$ cat src/rtl/collision_pkg.sv
// rtl/collision_pkg.sv - shared types and constants for the collision sensor
package collision_pkg;

    localparam int unsigned FLOOR_Y    = 360;
    localparam int unsigned PLAYER_W   = 16;
    localparam int unsigned PLAYER_H   = 16;
    localparam int unsigned GROUND_TOL = 8;
    localparam int unsigned WALL_TOL   = 3;

    // One platform rectangle [l,r) x [t,b); valid=0 entries are skipped
    typedef struct packed {
        logic       valid;
        logic [9:0] l;
        logic [9:0] r;
        logic [9:0] t;
        logic [9:0] b;
    } plat_t;

    localparam int unsigned PLAT_BITS = $bits(plat_t);

    typedef enum logic [1:0] {
        IDLE = 2'd0,
        SCAN = 2'd1,
        DONE = 2'd2
    } state_t;

    // Zero-extend a 10-bit coordinate so sums with the size constants cannot wrap
    function automatic logic [10:0] ext11(input logic [9:0] v);
        return {1'b0, v};
    endfunction

endpackage

$ cat src/rtl/collision_sensor_platform_rom.sv
// rtl/collision_sensor_platform_rom.sv - constant platform table lookup
module platform_rom
    import collision_pkg::*;
(
    input  logic [3:0]           idx,
    output logic [PLAT_BITS-1:0] entry
);

    // Level layout: two platforms, remaining slots empty
    always_comb begin
        entry = '0;
        case (idx)
            4'd0:    entry = {1'b1, 10'd100, 10'd160, 10'd300, 10'd316};
            4'd1:    entry = {1'b1, 10'd200, 10'd260, 10'd330, 10'd346};
            default: entry = '0;
        endcase
    end

endmodule

$ cat src/rtl/collision_sensor.sv
// rtl/collision_sensor.sv - per-tick platform scan producing contact flags
module collision_sensor
    import collision_pkg::*;
#(
    parameter int NUM_PLAT = 8
) (
    input  logic       clk,
    input  logic       rst,
    input  logic       game_tick,
    input  logic [9:0] player_x,
    input  logic [9:0] player_y,
    output logic       on_ground,
    output logic [9:0] support_y,
    output logic       hit_ceiling,
    output logic       hit_left_wall,
    output logic       hit_right_wall,
    output logic       scan_done,
    output logic       overrun
);

    localparam logic [10:0] PW   = 11'(PLAYER_W);
    localparam logic [10:0] PH   = 11'(PLAYER_H);
    localparam logic [10:0] GT   = 11'(GROUND_TOL);
    localparam logic [10:0] WT   = 11'(WALL_TOL);
    localparam logic [10:0] FY   = 11'(FLOOR_Y);
    localparam logic [3:0]  LAST = 4'(NUM_PLAT - 1);

    state_t state, next_state;

    logic [3:0]  idx;
    logic [9:0]  px_q, py_q;
    logic        acc_ground, acc_ceil, acc_left, acc_right;
    logic [9:0]  acc_sup;

    logic [PLAT_BITS-1:0] entry_bits;
    plat_t                entry;

    logic [10:0] px11, py11, feet, px_right;
    logic [10:0] l11, r11, t11, b11;
    logic        hov, vov, e_ground, e_ceil, e_left, e_right, floor_ground;
    logic        m_ground, m_ceil, m_left, m_right;
    logic [9:0]  m_sup;

    platform_rom u_rom (
        .idx   (idx),
        .entry (entry_bits)
    );

    assign entry = plat_t'(entry_bits);

    // Per-entry geometric tests on the snapshot, merged into the running accumulators
    always_comb begin
        px11     = ext11(px_q);
        py11     = ext11(py_q);
        feet     = py11 + PH;
        px_right = px11 + PW;
        l11      = ext11(entry.l);
        r11      = ext11(entry.r);
        t11      = ext11(entry.t);
        b11      = ext11(entry.b);

        hov      = (px_right > l11) && (px11 < r11);
        vov      = (feet > t11) && (py11 < b11);
        e_ground = entry.valid && hov && (feet >= t11) && (feet <= t11 + GT);
        e_ceil   = entry.valid && hov && (py11 > t11) && (py11 <= b11);
        e_left   = entry.valid && vov && (r11 <= px11) && (px11 <= r11 + WT);
        e_right  = entry.valid && vov && (px_right <= l11) && (l11 <= px_right + WT);
        floor_ground = (feet >= FY);

        m_ceil   = acc_ceil  | e_ceil;
        m_left   = acc_left  | e_left;
        m_right  = acc_right | e_right;
        m_ground = acc_ground | e_ground;
        m_sup    = acc_sup;
        if (e_ground && (entry.t < m_sup)) begin
            m_sup = entry.t;
        end
        // The floor only counts on the final merge so it is applied exactly once
        if ((idx == LAST) && floor_ground) begin
            m_ground = 1'b1;
            if (10'(FLOOR_Y) < m_sup) begin
                m_sup = 10'(FLOOR_Y);
            end
        end
    end

    // FSM state register
    always_ff @(posedge clk) begin
        if (!rst) begin
            state <= IDLE;
        end else begin
            state <= next_state;
        end
    end

    // FSM next-state logic
    always_comb begin
        next_state = state;
        case (state)
            IDLE:    if (game_tick) next_state = SCAN;
            SCAN:    if (idx == LAST) next_state = DONE;
            DONE:    next_state = IDLE;
            default: next_state = IDLE;
        endcase
    end

    // FSM outputs: done pulse in DONE, overrun when a tick lands on a busy scan
    always_comb begin
        scan_done = (state == DONE);
        overrun   = rst && game_tick && (state != IDLE);
    end

    // Snapshot, index, accumulators and committed outputs
    always_ff @(posedge clk) begin
        if (!rst) begin
            idx            <= '0;
            px_q           <= '0;
            py_q           <= '0;
            acc_ground     <= 1'b0;
            acc_ceil       <= 1'b0;
            acc_left       <= 1'b0;
            acc_right      <= 1'b0;
            acc_sup        <= '1;
            on_ground      <= 1'b1;
            support_y      <= 10'(FLOOR_Y);
            hit_ceiling    <= 1'b0;
            hit_left_wall  <= 1'b0;
            hit_right_wall <= 1'b0;
        end else begin
            case (state)
                IDLE: begin
                    if (game_tick) begin
                        px_q       <= player_x;
                        py_q       <= player_y;
                        idx        <= '0;
                        acc_ground <= 1'b0;
                        acc_ceil   <= 1'b0;
                        acc_left   <= 1'b0;
                        acc_right  <= 1'b0;
                        acc_sup    <= '1;
                    end
                end
                SCAN: begin
                    if (idx == LAST) begin
                        on_ground      <= m_ground;
                        hit_ceiling    <= m_ceil;
                        hit_left_wall  <= m_left;
                        hit_right_wall <= m_right;
                        if (m_ground) begin
                            support_y <= m_sup;
                        end
                    end else begin
                        idx        <= idx + 4'd1;
                        acc_ground <= m_ground;
                        acc_ceil   <= m_ceil;
                        acc_left   <= m_left;
                        acc_right  <= m_right;
                        acc_sup    <= m_sup;
                    end
                end
                default: begin
                end
            endcase
        end
    end

endmodule

$ cat config.mk
export PLATFORM = sky130hd
export DESIGN_NAME = collision_sensor
export DESIGN_NICKNAME = d
export VERILOG_FILES = /design/src/rtl/collision_pkg.sv /design/src/rtl/collision_sensor_platform_rom.sv /design/src/rtl/collision_sensor.sv
export SDC_FILE = /design/constraint.sdc
export NUM_CORES = 1
export LEC_CHECK = 0
export ABC_AREA = 1
export CORE_MARGIN = 5
export CORE_UTILIZATION = 40
export CTS_CLUSTER_SIZE = 24
export DETAILED_ROUTE_END_ITERATION = 10
export PLACE_DENSITY_LB_ADDON = 0.08
export SLEW_MARGIN = 10
export SYNTH_ARGS = -nofsm -noshare
export SYNTH_HDL_FRONTEND = slang
export SYNTH_SLANG_ARGS = --single-unit
$ cat constraint.sdc
create_clock -name clk -period 7.1 [get_ports clk]
set_input_delay 0.71 -clock clk [delete_from_list [all_inputs] [get_ports clk]]
set_output_delay 0.71 -clock clk [all_outputs]
set_load 0.005 [all_outputs]
==> results of run 1 <==
## state kept, by name, indices dropped and copies added, names as in the netlist
| register | cells |
|---|---|
| acc_sup | 10 |
| acc_ground | 1 |
| acc_right | 1 |
| hit_right_wall | 1 |
| idx | 4 |
| hit_ceiling | 1 |
| support_y | 10 |
| acc_left | 1 |
| py_q | 10 |
| on_ground | 1 |
| acc_ceil | 1 |
| px_q | 10 |
| state | 2 |
| hit_left_wall | 1 |
## per-layer routing
| layer | GRT usage | vias to the layer above | share of wire | routed length [um] |
|---|---|---|---|---|
| li1 | - | 1946 | - | - |
| met1 | 0.245 | 1700 | 0.50 | 4930 |
| met2 | 0.291 | 61 | 0.45 | 4440 |
| met3 | 0.0259 | 7 | 0.035 | 341 |
| met4 | 0.0301 | 0 | 0.0076 | 74 |
| met5 | 0 | - | 0 | 0 |
## cell usage in the layout (no fill, tap or decap), types with 2 or more instances in the layout
cell,count
nand2_1,133
nor2_1,54
buf_4,2
nand2_4,2
clkbuf_8,5
nor3_1,7
dfxtp_1,54
nand3_1,35
a211oi_1,2
xor2_1,8
o31ai_1,2
inv_2,5
nand3b_1,2
o21ai_1,3
o21ai_2,2
nand3_2,3
o21ai_0,55
nand2_2,11
nand4_1,8
nor2_4,2
clkdlybuf4s50_1,38
inv_1,87
a21oi_1,41
nor2_2,3
o211ai_1,5
ha_1,28
## area by class of cell
class / count / area [um2] / area share
clock buffer: 6 / 72.6 / 0.0168
timing repair buffer: 40 / 395 / 0.0914
inverter: 93 / 349 / 0.0807
sequential: 54 / 1080 / 0.250
multi-input combinational: 419 / 2270 / 0.525
tap: 111 / 139 / 0.0321
clock inverter: 2 / 17.5 / 0.00405
## kinds of logic after synthesis
family / Yosys count / synth area share
flops: 54 / 0.287
compound gates: 120 / 0.177
fa+ha+maj: 28 / 0.0931
simple gates: 263 / 0.315
xor+xnor: 8 / 0.0186
buf+inv: 107 / 0.110
## how the worst min path moves through the flow
stage	cells after the start	endpoint	startpoint
floorplan	2	acc_left	acc_left
global route	2	acc_left	acc_left
CTS	2	acc_left	acc_left
global placement	2	acc_left	acc_left
detailed placement	2	acc_left	acc_left
finish	2	acc_left	acc_left
## through the flow
step	cells	util	instance area [um2]	power [W]	setup WS, ns
after global routing	725	0.470	4320	0.000825	3.29
after floorplan	580	-	3760	0.000523	4.17
after global placement	717	0.460	4230	0.000586	3.80
final	725	0.470	4320	0.000764	3.71
after CTS	725	0.470	4320	0.000773	3.70
after detailed placement	717	0.460	4230	0.000588	3.72
## worst max-delay path, delay by kind of cell (launching register included)
kind	cells	cell delay, ns
and+or+nand+nor	16	1.63
DFF	1	0.39
adders and majority gates	2	0.55
AOI/OAI and AO/OA	2	0.22
buffers and inverters	6	0.51
## power by group
group / internal (W) / total, W / leakage (nW) / switching, W
combinational: 0.0000865 / 0.000245 / 1.59 / 0.000159
clock: 0.0000719 / 0.000181 / 0.0458 / 0.000109
sequential: 0.000319 / 0.000338 / 0.443 / 0.0000185
==> impl_metrics.tcl, run 1 <==
set metrics [dict create \
    status "complete, no violations" \
    yosysTopAreaCellShare 0.287 \
    worstSetupPathType "reg -> reg" \
    grt_pass1_wl_um 16700 \
    fin_setup_tns_ns 0 \
    nFillCells 1002 \
    synth.net_count 631 \
    gr-usage-all-layers 0.176 \
    final_nets 664 \
    synthCells 580 \
    startpoint "idx[1]" \
    yosys-top-cells-count "nand2_1, inv_1, o21ai_0" \
    drcViolationCount 0 \
    whs_ns 0.465 \
    synth_edf_count 0 \
    cts_resized 0 \
    viasPerCell 5.12 \
    period_share 0.478 \
    synthArstFlopShare 0 \
    tightest_slew_ns 0.660 \
    ys_ff_latch 54 \
    slew_violations 0 \
    cts.clk_slew.worst_paths_ns 0.11 \
    leakagePower_nw 2.08 \
    cp_slowest_cell "dfxtp_1" \
    endpoint_kind "flip-flop" \
    antenna_cells 0 \
    critical_path_arrival_ns 3.60 \
    synth_warnings 0 \
    clock-root-buffer "clkbuf_8" \
    drt_iter0_drc 170 \
    fmax_mhz 295 \
    synth.distinct_cells 40 \
    r2r-end "acc_sup[4]" \
    totalWireLength_um 9780 \
    max_cap_viol_count 0 \
    fp.coreArea_um2 9200 \
    clkSinkCount 54 \
    hpwl_um 7640 \
    h-tree-depth 2 \
    grt_pass1_vias 3566 \
    first_pass_iters 5 \
    antenna_found_initial 0 \
    max-vdd-ir-drop_mv 0.0843 \
    min_path_type "reg -> reg" \
    finalSetupViolCount 0 \
    regToRegSetupSlack_ns 3.71 \
    die_y_um 107 \
    initial_utilization 0.409 \
    grt_max_degree 43 \
    port_buffers 38 \
    yosysTopAreaCell "dfxtp_1" \
    std_cell_rows 35 \
    r2r_start "idx[1]" \
    syn_to_final_growth_pct 14.9 \
    grt_overflow 0 \
    relSlewSlack 0.559 \
    synth_area_leaders "dfxtp_1, nand2_1, ha_1, inv_1, o21ai_0" \
    cts_setup_buffers 0 \
    die_area_um2 11400 \
    slowest_delay_ns 0.39 \
    cts_tree "yes" \
    ios 39 \
    ctsLongestPathBuffers 2 \
    cpMostUsedCell "nand2_1" \
    synth_area_per_cell_um2 6.49 \
    gp_congestion 0.918 \
    holdBufCountCts 0 \
    post-synth-top-count-cell "nand2_1" \
    rsz0062_at_grt "false" \
    syn_area_um2 3760 \
    final_antenna_net_count 0 \
    post-route-min-period_ns 3.39 \
    cp_max_fo 9 \
    post_drt_wl_per_cell_um 13.5 \
    fin_skew_ns 0.00860 \
    clk_latency_ns 0.31 \
    power_density_nw_per_um2 177 \
    r2r_cells 26 \
    synth_ff_type "dfxtp_1" \
    cts_buffers 5 \
    vias 3714 \
    die_w_um 107 \
    hold_viol_final 0 \
    cp-endpoint "acc_sup[4]" \
    required_ns 7.31 \
    layout-drive-gt1-share 0.0651 \
    seq_area_frac_synth 0.287 \
    startpoint_type "flip-flop" \
]
No activity file was read; power rests on OpenSTA's default activity.
==> run 2: changes to the inputs <==
==> constraint.sdc (replaced) <==
create_clock -name clk -period 3 [get_ports clk]
set_input_delay 0.3 -clock clk [delete_from_list [all_inputs] [get_ports clk]]
set_output_delay 0.3 -clock clk [all_outputs]
set_load 0.005 [all_outputs]
==> run 2 against run 1 <==
Net effect:
- worst setup slack lost 3.7 ns
- first-iteration DRC count is 14% lower
- largest power group unchanged
- power rose to 2.7 times the previous value
- critical endpoint is now acc_sup[1]
- highest routed layer unchanged
- count of clock-buffer cells in the layout decreased by 1
- combinational power rose to 3.0 times the previous value
- critical path depth did not move
- flip-flop and latch count is the same
- worst hold slack about the same
==> impl_metrics.tcl, run 2 (same netlist as run 1, synthesis figures left out) <==
set metrics [dict create \
    antenna_cells 0 \
    viasPerCell 5.09 \
    final_cell_mix "nand2_1, inv_1, o21ai_0, nor2_1, dfxtp_1" \
    gr-usage-all-layers 0.179 \
    ios 39 \
    final_nets 704 \
    initial_utilization 0.409 \
    leakagePower_nw 2.29 \
    final_antenna_net_count 0 \
    cp-endpoint "acc_sup[1]" \
    slowest_delay_ns 0.35 \
    drt_iter0_drc 147 \
    post-route-min-period_ns 2.98 \
    clock-root-buffer "clkbuf_8" \
    h-tree-depth 2 \
    fin_skew_ns 0.0216 \
    grt_pass1_wl_um 17000 \
    r2r_cells 26 \
    gp_congestion 0.899 \
    relSlewSlack 0.527 \
    cts_buffers 5 \
    totalWireLength_um 10600 \
    endpoint_kind "flip-flop" \
    grt_max_degree 39 \
    r2r_start "idx[1]" \
    slew_violations 0 \
    antenna_found_initial 0 \
    cpMostUsedCell "nand2_2" \
    regToRegSetupSlack_ns 0.02 \
    r2r-end "acc_sup[1]" \
    setup_ws_ns 0.0205 \
    syn_to_final_growth_pct 31.8 \
    finalSetupViolCount 0 \
    cts_tree "yes" \
    ctsLongestPathBuffers 2 \
    hold_viol_final 0 \
    port_buffers 38 \
    clk_latency_ns 0.32 \
    layout_commonest_cell "nand2_1" \
    period_share 0.993 \
    die_area_um2 11400 \
    first_pass_iters 6 \
    whs_ns 0.464 \
    die_y_um 107 \
    grt_pass1_vias 3702 \
    vias 3896 \
    min_path_type "reg -> reg" \
    hpwl_um 7820 \
    rsz0062_at_grt "true" \
    fmax_mhz 336 \
    worstSetupPathType "reg -> reg" \
    startpoint_type "flip-flop" \
    required_ns 3.22 \
    drcViolationCount 0 \
    status "complete, no violations" \
    tightest_slew_ns 0.708 \
    fin_setup_tns_ns 0 \
    cts.clk_slew.worst_paths_ns 0.12 \
    die_w_um 107 \
    max-vdd-ir-drop_mv 0.192 \
    power_density_nw_per_um2 417 \
    clkSinkCount 54 \
    grt_overflow 0 \
    startpoint "idx[1]" \
    cp_slowest_cell "dfxtp_2" \
    critical_path_arrival_ns 3.20 \
    cp_max_fo 8 \
    fp.coreArea_um2 9200 \
    dp_slack_ns -0.0455 \
    layout-drive-gt1-share 0.220 \
    max_cap_viol_count 0 \
    post_drt_wl_per_cell_um 13.9 \
    std_cell_rows 35 \
]
-- run 2: critical path, delay by kind of cell, from the launching register on --
family / cells / cell delay, ns
DFF: 1 / 0.35
AOI/OAI and AO/OA: 2 / 0.15
and+or+nand+nor: 17 / 1.65
buffers and inverters: 5 / 0.29
adders and majority gates: 2 / 0.42
-- run 2: metal layers --
metal	up-vias	part of all wire	track usage
met5	-	0	0
met4	0	0.018	0.0466
met3	17	0.032	0.0271
met2	66	0.47	0.302
met1	1784	0.48	0.240
li1	2029	-	-
-- run 2: report_power, final --
group	switching, W	leakage, nW	total [W]	internal (W)
combinational	0.000448	1.79	0.000739	0.000291
clock	0.000277	0.0587	0.000531	0.000254
sequential	0.0000446	0.447	0.000800	0.000755
total	0.000769	2.29	0.00207	0.00130
-- run 2: layout make-up --
class                      instances  area (um2)
fill                             934        4230
multi-input combinational        420        2550
sequential                        54        1100
timing repair buffer              79         696
inverter                          93         360
tap                              111         139
clock buffer                       5        68.8
clock inverter                     3        47.5
-- run 2: how the worst min path moves through the flow --
| stage | start | to | slack (ns) | cells after the start |
|---|---|---|---|---|
| after floorplan | acc_left | acc_left | 0.43 | 2 |
| after global placement | acc_left | acc_left | 0.45 | 2 |
| after detailed placement | acc_left | acc_left | 0.44 | 2 |
| after CTS | acc_left | acc_left | 0.47 | 2 |
| after global routing | acc_left | acc_left | 0.51 | 2 |
| final | acc_left | acc_left | 0.46 | 2 |
-- run 2: metrics by stage --
step / power (W) / util / area, um2 / std cells
3_3_place_gp: 0.00142 / 0.478 / 4400 / 739
6_report: 0.00207 / 0.540 / 4960 / 765
5_1_grt: 0.00221 / 0.540 / 4960 / 765
2_1_floorplan: 0.00124 / - / 3760 / 580
4_1_cts: 0.00198 / 0.501 / 4600 / 750
3_5_place_dp: 0.00142 / 0.478 / 4400 / 739
-- run 2: what timing repair did --
action	in CTS	in global routing
buffers inserted	2	16
pin swaps	16	43
gates cloned	1	0
endpoints found under the hold margin	0	0
hold buffers	0	0
endpoints found under the setup margin	9	20
gates resized for setup	19	70
